$ cat config.mk
export PLATFORM = sky130hd
export DESIGN_NAME = instr_fetch
export DESIGN_NICKNAME = d
export VERILOG_FILES = /design/src/rtl/instr_fetch.sv
export SDC_FILE = /design/constraint.sdc
export NUM_CORES = 1
export LEC_CHECK = 0
export BUFFER_PORTS_ARGS = -buffer_cell sky130_fd_sc_hd__buf_2
export CAP_MARGIN = 5
export CORE_MARGIN = 10
export CORE_UTILIZATION = 35
export DETAILED_ROUTE_END_ITERATION = 8
export GPL_ROUTABILITY_DRIVEN = 1
export GPL_TIMING_DRIVEN = 1
export SETUP_SLACK_MARGIN = 0.1
export SLEW_MARGIN = 10
export SYNTH_ARGS = -nofsm -noshare
export SYNTH_HDL_FRONTEND = slang
export SYNTH_SLANG_ARGS = --single-unit
$ cat constraint.sdc
create_clock -name clk -period 2.9 [get_ports clk]
set_clock_uncertainty 0.1 [all_clocks]
set_input_delay 0.145 -clock clk [delete_from_list [all_inputs] [get_ports clk]]
set_output_delay 0.145 -clock clk [all_outputs]
set_load 0.02 [all_outputs]
$ cat src/rtl/instr_fetch.sv
// rtl/instr_fetch.sv - single-outstanding instruction fetch unit feeding branch/decode (optional halt opcode via IFETCH_HALT_EN)
module instr_fetch (
   input  logic        clk,
   input  logic        rst_n,
   input  logic        stall,
   input  logic        redirect,
   input  logic [7:0]  redirect_pc,
   output logic        imem_req,
   output logic [7:0]  imem_addr,
   input  logic        imem_ack,
   input  logic [15:0] imem_rdata,
   output logic [15:0] instr,
   output logic        instr_valid,
   output logic [7:0]  pc,
   output logic [7:0]  npc
`ifdef IFETCH_HALT_EN
   ,
   output logic        halted
`endif
);

   localparam logic [1:0] S_IDLE = 2'd0;
   localparam logic [1:0] S_REQ  = 2'd1;
   localparam logic [1:0] S_HOLD = 2'd2;
   localparam logic [1:0] S_HALT = 2'd3;

   logic [1:0] state;
   logic [1:0] state_nxt;
   logic [7:0] fetch_pc;
   logic       do_redirect;
   logic       take_ack;
   logic       consume;

   // Redirect is honoured everywhere except the single post-reset IDLE cycle.
   assign do_redirect = redirect && (state != S_IDLE);
   assign take_ack    = (state == S_REQ) && imem_ack && !redirect;
   assign consume     = (state == S_HOLD) && !stall && !redirect;

   // State register.
   always_ff @(posedge clk) begin
      if (!rst_n) state <= S_IDLE;
      else        state <= state_nxt;
   end

   // Next-state logic; redirect always returns to REQ with the new target.
   always_comb begin
      state_nxt = state;
      case (state)
         S_IDLE: state_nxt = S_REQ;
         S_REQ: begin
            if (redirect)      state_nxt = S_REQ;
            else if (imem_ack) state_nxt = S_HOLD;
         end
         S_HOLD: begin
            if (redirect) state_nxt = S_REQ;
            else if (!stall) begin
`ifdef IFETCH_HALT_EN
               if (instr[15:11] == 5'b11111) state_nxt = S_HALT;
               else                          state_nxt = S_REQ;
`else
               state_nxt = S_REQ;
`endif
            end
         end
         S_HALT: begin
            if (redirect) state_nxt = S_REQ;
         end
         default: state_nxt = S_IDLE;
      endcase
   end

   // Outputs: request only in REQ; address always reflects fetch_pc.
   always_comb begin
      imem_req  = (state == S_REQ);
      imem_addr = fetch_pc;
   end

   // Fetch pointer and presented instruction; ack data in a redirect cycle is dropped.
   always_ff @(posedge clk) begin
      if (!rst_n) begin
         fetch_pc    <= 8'h00;
         instr       <= 16'h0000;
         pc          <= 8'h00;
         npc         <= 8'h01;
         instr_valid <= 1'b0;
      end else if (do_redirect) begin
         fetch_pc    <= redirect_pc;
         instr_valid <= 1'b0;
      end else if (take_ack) begin
         instr       <= imem_rdata;
         pc          <= fetch_pc;
         npc         <= fetch_pc + 8'd1;
         instr_valid <= 1'b1;
         fetch_pc    <= fetch_pc + 8'd1;
      end else if (consume) begin
         instr_valid <= 1'b0;
      end
   end

`ifdef IFETCH_HALT_EN
   // Halt flag: set when a halt opcode is consumed, cleared only by redirect or reset.
   always_ff @(posedge clk) begin
      if (!rst_n)                                  halted <= 1'b0;
      else if (do_redirect)                        halted <= 1'b0;
      else if (consume && instr[15:11] == 5'b11111) halted <= 1'b1;
   end
`endif

endmodule

== After elaboration in Yosys (flattened, before gate mapping) ==
Index checks and enable logic that the tools add are counted.
Cells by class
  $add $sub $neg: 1
  equality and inequality tests: 6
  muxes and demuxes: 10
  bitwise gates (word level): 2
  reduce and logical (&&, ||, !) cells: 14
Operator list (count)
  8-bit 2-to-1 mux: 2
  2-bit 2-to-1 mux: 5
  8-bit by 1-bit adder with 8-bit output (second input constant): 1
  2-bit one-hot mux with 4 select lines: 1
  2-bit nonzero test: 3
  1-bit logical AND: 5
  2-bit == test (second input constant): 2
  3-bit by 2-bit inequality test with 1-bit output (second input constant): 1
  3-bit inequality test (second input constant): 1
  3-bit AND reduction: 1
  2-bit by 1-bit == test with 1-bit output (second input constant): 1
  1-bit zero test: 2
  2-bit zero test: 1
  1-bit 2-to-1 mux: 2
  2-bit inequality test (second input constant): 1
  1-bit NOT: 2
  2-bit AND reduction: 1
  2-bit OR reduction: 1
Word-level totals
  register bits: 43
  output and inout port bits: 42
  word-level logic and storage cells: 39

== Logic depth before layout (Yosys ltp) ==
Gate-level depths: netlist (run 1).
  depth after elaboration: 5
  mapped depth: 7

== Worst setup path before layout (run 1) ==
OpenSTA, ideal clock, no wires.
  path kind: flip-flop to flip-flop
  from: register fetch_pc[0] (netlist: imem_addr[0])
  to: register fetch_pc[6] (netlist: imem_addr[6])
  setup time: 139 ps
  data arrival time: 1381 ps
  required time: 2661 ps
  setup slack: 1280 ps
  cell stages (with the launch flop): 6
  buffers on the path: 0
  period minus slack after synthesis: 1620 ps
  cell sequence: dfxtp_1 ha_1 nand3_1 nor3_4 xnor2_1 a21oi_1
On the way
  word-level cells in the longest chain between the ends: 3
Ends and longest elaborated chain
  start: declaration: line 29  | logic [7:0] fetch_pc;
  start signal: assignment: line 87  | fetch_pc <= redirect_pc;
  start signal: assignment: line 94  | fetch_pc <= fetch_pc + 8'd1;
  8-bit by 1-bit adder with 8-bit output: line 94
  8-bit 2-to-1 mux: line 89  | end else if (take_ack) begin
  8-bit 2-to-1 mux: line 86  | end else if (do_redirect) begin
Every way passes these cells. The select of a mux whose other input is x is not followed.
A chain may end at the register's enable or synchronous reset.

== Worst setup path after layout (run 1) ==
  from: register state[1]
  to: register fetch_pc[3] (netlist: imem_addr[3])
On the way
  word-level cells in the longest chain between the ends: 4
  elaborated cells between the ends (all ways): 7
  classes of those cells: eq/ne (1); mux (1); reduce/logical (5)
Ends and longest elaborated chain
  start: declaration: line 27  | logic [1:0] state;
  start signal: assignment: line 42  | else state <= state_nxt;
  2-bit by 1-bit == test with 1-bit output: line 36  | assign take_ack = (state == S_REQ) && imem_ack && !redirect;
  1-bit logical AND (2 in a row): line 36
  2-bit nonzero test (no line)
Parallel ways exist; a longest one is shown, timed or not.

==> metrics.cfg, run 1 <==
[run_status]
status = complete, no violations

[clock_tree]
clk_latency_ns = 0.29
hold_buffers = 16
clock-sinks = 43
h-tree-depth = 2
cts-buffers-inserted = 5
cts_resized = 0
cts_buffer_depth = 2
cts_tree = yes
ctsRootBufferMaster = clkbuf_8
post_cts_buffers = 0
clk_pin_slew_ns = 0.08

[global_routing]
grt_start_max_net_pins = 45
grt_pass1_vias = 1713
grt_pass1_wl_um = 8370
antenna_found_initial = 0
grt_usage_pct = 11.8
grt_overflow = 0

[critical_path]
reg2reg_to = imem_addr[3]
crit_type = reg -> reg
cp.arrival_ns = 2.14
critPathMaxFanout = 19
startpoint_type = flop
cp-end-kind = flop
reg2reg_slack_ns = 0.89
startpoint = state[1]
reg2reg_depth = 5
crit_required_ns = 3.02
r2r_start = state[1]

[synthesis]
synth_top_family_by_area = compound AO/OA/AOI/OAI gates
synth_top_area_share_pct = 46.6
postSynthCellCount = 216
ys_types = 37
synthesis.nets = 246
yosys-top-cells-count = nand2_1, dfxtp_1, a21boi_1
ys_async_sr_fraction_pct = 0
synth_area_leaders = dfxtp_1, nand2_1, a21boi_1, a21oi_1, o21ai_1
synth_edf_count = 0
synthAdderAreaFrac_pct = 0.678
yosys.area_share.simple_pct = 20.5
yosys_most_used_dff = dfxtp_1
synth.most_common_cell = nand2_1
yosys_warnings = 0
synth_compound_area_share_pct = 23.1
synth_top_area_cell = dfxtp_1
synthMuxAreaShare_pct = 0
avgSynthCellArea_um2 = 8.54
syn_area_mm2 = 0.00185
synth_xor_area_share_pct = 3.32
synth-seq-cells = 43
yosysSeqAreaShare_pct = 46.6

[layout]
antenna_cells = 0
fill_cells = 537
drive_gt1_share_pct = 28.9
multi_input_area_um2 = 885
register_area_um2 = 861
layout.nets = 327
syn2layout_area_growth_pct = 35.2
final_util_pct = 48.8

[route]
viasPerCell = 4.58
drt_first_iter_violations = 75
final_antenna_net_count = 0
drtPass1Iterations = 4
drt_wl_total_um = 5040
vias = 1687
post-route-drc-count = 0
routedWlPerCell_um = 13.7

[sta]
rsz0062_at_grt = false
hold_ws_ns = 0.0225
period_share_pct = 69.4
tns_ns = 0
maxSlewHeadroom_pct = 55.7
fin_crit_ns = 2.01
worst_pin_slew_ns = 0.665
fmax_mhz = 497
hold_viol_final = 0
finalSetupViolCount = 0
setup_slack_ns = 0.887
slew_viol_final = 0

[placement]
gp_congestion = 0.830
dp_hpwl_um = 3590
portBuffers = 70
post-place-ws_ns = 0.892

[power_and_ir_drop]
vdd_drop_max_v = 0.000245
p_total_mw = 1.29
power_density_mw_per_mm2 = 515
leakage_nw = 1.09

[floorplanning]
core_mm2 = 0.00511
rows = 26
die_w_um = 92.6
dieArea_mm2 = 0.00858
io_pins = 71
die_h_um = 92.6
initial_utilization_pct = 36.1

[min_path]
holdPathEnd = imem_addr[3]
hold_class = in -> reg
min_path_cells = 3
hold_start = redirect_pc[3]

[flow_run]
max_cap_violations = 0

-- per-stage QoR --
| step | instance area, um^2 | std cells |
|---|---|---|
| 6_report | 2490 | 368 |
| 2_1_floorplan | 1850 | 216 |
| 4_1_cts | 2490 | 368 |
| 3_3_place_gp | 2220 | 344 |
| 5_1_grt | 2490 | 368 |
| 3_5_place_dp | 2220 | 344 |
-- how the worst max path moves through the flow --
stage | endpoint | cells after the start | slack (ns)
3_3_place_gp | imem_addr[3] | 5 | 0.95
6_report | imem_addr[3] | 5 | 0.89
5_1_grt | imem_addr[3] | 5 | 0.69
3_5_place_dp | imem_addr[3] | 5 | 0.89
4_1_cts | imem_addr[3] | 5 | 0.87
2_1_floorplan | imem_addr[6] | 5 | 1.28
-- layout make-up --
type                       count  area share (%)
inverter                       3           0.451
clock buffer                   6            3.31
timing repair buffer          89            21.4
clock inverter                 2            1.40
multi-input combinational    155            35.5
sequential                    43            34.5
tap                           70            3.51
-- registers in the layout, summed over array words and instances (netlist names) --
register and flops:
npc 8, instr 16, pc 8, imem_addr 8, instr_valid 1, state 2
-- cell usage in the layout, fill, tap and decap left out, types with 5 or more instances in the layout --
master / instances
dfxtp_1: 43
o21ai_1: 9
a21boi_1: 28
a21oi_1: 10
xnor2_1: 5
dlygate4sd3_1: 16
nand2_1: 59
o21ai_0: 6
buf_2: 70
clkbuf_8: 6
nor2_1: 6
-- kinds of logic after synthesis --
group	count (synthesis)
simple gates	83
compound gates	64
flops	43
buf+inv	18
xor+xnor	7
fa+ha+maj	1
-- worst max-delay path, cell delays in order (launching register included) --
cell       delay (ns)
dfxtp_1          0.38
nand4bb_2        0.67
buf_4            0.43
nor3_1           0.19
a21oi_1          0.06
a21boi_1         0.12
-- power by group --
part	total [mW]	internal, mW	switching [mW]
logic	0.170	0.0757	0.0938
registers	0.636	0.613	0.0228
clock network	0.480	0.279	0.202
-- routing by layer --
layer,share of wire [%],global-route usage (%),up-vias
met1,45,13.7,757
met5,0,0,-
met2,48,19.2,36
met4,1.8,5.01,0
li1,-,-,886
met3,5.6,4.28,8
Note: power is estimated with default switching activity, not from simulation.
==> run 2, diff against run 1 <==
Clock period 2.9 ns to 1.66 ns, I/O delays scaled along.
==> metrics.cfg, run 2 (synthesized netlist as in run 1, its figures left out) <==
[run_status]
status = complete, no violations

[global_routing]
antenna_found_initial = 0  ; unchanged
grt_pass1_wl_um = 8850  ; +5.7%
grt_use_met3_pct = 4.28  ; unchanged
grt_usage_pct = 12.7  ; +0.92 points
grt_pass1_vias = 1749  ; +2.1%
grt-busiest-layer = met2
use_met2_pct = 20.9  ; +1.7 points
grt_overflow = 0  ; unchanged
grt_start_max_net_pins = 23  ; -49%
grtUsageMet1_pct = 15.1  ; +1.4 points

[critical_path]
crit_type = reg -> reg
cp.arrival_ns = 1.60  ; -0.54 ns
path_cells = and4bb_2, buf_4, nand2_1, a21boi_1
cp-end-kind = flop
cp_num_buf_inv = 1  ; unchanged
slowest_delay_ns = 0.42  ; -0.25 ns
path_delay_family = simple AND/OR/NAND/NOR gates
critPathMaxFanout = 22  ; +3
crit_required_ns = 1.79  ; -1.23 ns
slowest_stage = and4bb_2
startpoint_type = flop

[power_and_ir_drop]
combPwrFrac_pct = 16.6  ; +3.4 points
p_switching_mw = 0.577  ; +81%
clockPowerShare_pct = 31.1  ; -6.3 points
seq_power_share_pct = 52.3  ; +2.9 points
power_density_mw_per_mm2 = 795  ; +54%
intPower_mw = 1.53  ; +59%
vdd_drop_max_v = 0.000287  ; +17%
leakage_nw = 1.16  ; +6.7%
sw_frac_of_total_pct = 27.3  ; +2.6 points

[sta]
hold_viol_final = 0  ; unchanged
finalSetupViolCount = 0  ; unchanged
tns_ns = 0  ; unchanged
fmax_mhz = 680  ; +37%
maxSlewHeadroom_pct = 76.2  ; +21 points
period_share_pct = 88.6  ; +19 points
worst_pin_slew_ns = 0.356  ; -0.309 ns
fin_crit_ns = 1.47  ; -0.542 ns
rsz0062_at_grt = true
slew_viol_final = 0  ; unchanged

[layout]
layout_common_cells = buf_2, nand2_1, dfxtp_1
final_common_cell = buf_2
final_util_pct = 52.0  ; +3.1 points
largest_reg_flops = 16  ; unchanged
finalNonFillerCells = 387  ; +5.2%
layout.nets = 346  ; +5.8%
syn2layout_area_growth_pct = 43.9
regMostFlops = instr
antenna_cells = 0  ; unchanged
drive_gt1_share_pct = 31.5  ; +2.7 points

[clock_tree]
cts_buffer_depth = 2  ; unchanged
cts-buffers-inserted = 5  ; unchanged
clock-sinks = 43  ; unchanged
clk_latency_ns = 0.30  ; about the same
cts_tree = yes
h-tree-depth = 2  ; unchanged
clk_pin_slew_ns = 0.08  ; about the same
ctsRootBufferMaster = clkbuf_8

[route]
vias = 1776  ; +5.3%
routedWlPerCell_um = 14.1  ; +3.4%
post-route-drc-count = 0  ; unchanged
drtPass1Iterations = 4  ; unchanged
drt_first_iter_violations = 76  ; +1.3%
final_antenna_net_count = 0  ; unchanged
viasPerCell = 4.59  ; +0.11%
drt_wl_total_um = 5480  ; +8.7%

[placement]
dp_hpwl_um = 3790  ; +5.7%
gp_congestion = 0.761  ; -8.3%
portBuffers = 70  ; unchanged
placedCellCount = 355  ; +3.2%

[floorplanning]
die_h_um = 92.6  ; unchanged
core_mm2 = 0.00511  ; unchanged
dieArea_mm2 = 0.00858  ; unchanged
rows = 26  ; unchanged
die_w_um = 92.6  ; unchanged
io_pins = 71  ; unchanged
initial_utilization_pct = 36.1  ; unchanged

[flow_run]
max_cap_violations = 0  ; unchanged

[min_path]
hold_class = in -> reg

run 2: repair_timing:
| item | 4_1_cts | 5_1_grt |
|---|---|---|
| hold buffers | 24 | 0 |
| endpoints found under the hold margin | 24 | 0 |
| pin swaps | 0 | 0 |
| setup buffers | 0 | 0 |
| gates resized for setup | 1 | 3 |
| setup endpoints to repair | 1 | 26 |
run 2: area by class of cell:
cell class | instances | area, um^2
fill | 504 | 2450
multi-input combinational | 155 | 903
sequential | 43 | 863
timing repair buffer | 108 | 708
tap | 70 | 87.6
clock buffer | 7 | 76.3
inverter | 3 | 11.3
clock inverter | 1 | 5.00
run 2: layer usage:
layer / up-vias / routed length, um
met5: - / 0
met3: 6 / 375
met2: 46 / 2680
met4: 0 / 79
li1: 925 / -
met1: 799 / 2340
run 2: power by group through the flow:
stage                     sequential, mW  combinational, mW  clock (mW)
after floorplan                     1.17              0.131           0
after global placement              1.13              0.303           0
after detailed placement            1.13              0.304           0
after CTS                           1.10              0.350       0.674
after global routing                1.11              0.384       0.713
final                               1.10              0.350       0.657
run 2: worst paths after layout:
kind | endpoint | cells after the start | start | slack, ns
worst max-delay path | instr[8] | 4 | state[1] | 0.19
worst min-delay path | state[1] | 3 | redirect | 0.02
worst max register to register | instr[8] | 4 | state[1] | 0.19
worst min register to register | instr[1] | 2 | instr[1] | 0.35
run 2: worst reg2reg max path, cell delays in order, from the launching register on:
cell and delay [ns]:
dfxtp_1 0.34, and4bb_2 0.42, buf_4 0.30, nand2_1 0.09
a21boi_1 0.15
run 2: metrics by stage:
step | setup slack [ns] | hold slack [ns] | cell area (um^2) | power, mW
floorplan | 0.128 | 0.107 | 1850 | 1.30
global placement | 0.152 | 0.223 | 2310 | 1.43
detailed placement | 0.110 | 0.228 | 2310 | 1.43
CTS | 0.142 | 0.00243 | 2640 | 2.13
global route | 0.0603 | 0.0406 | 2660 | 2.21
finish | 0.189 | 0.0186 | 2660 | 2.11
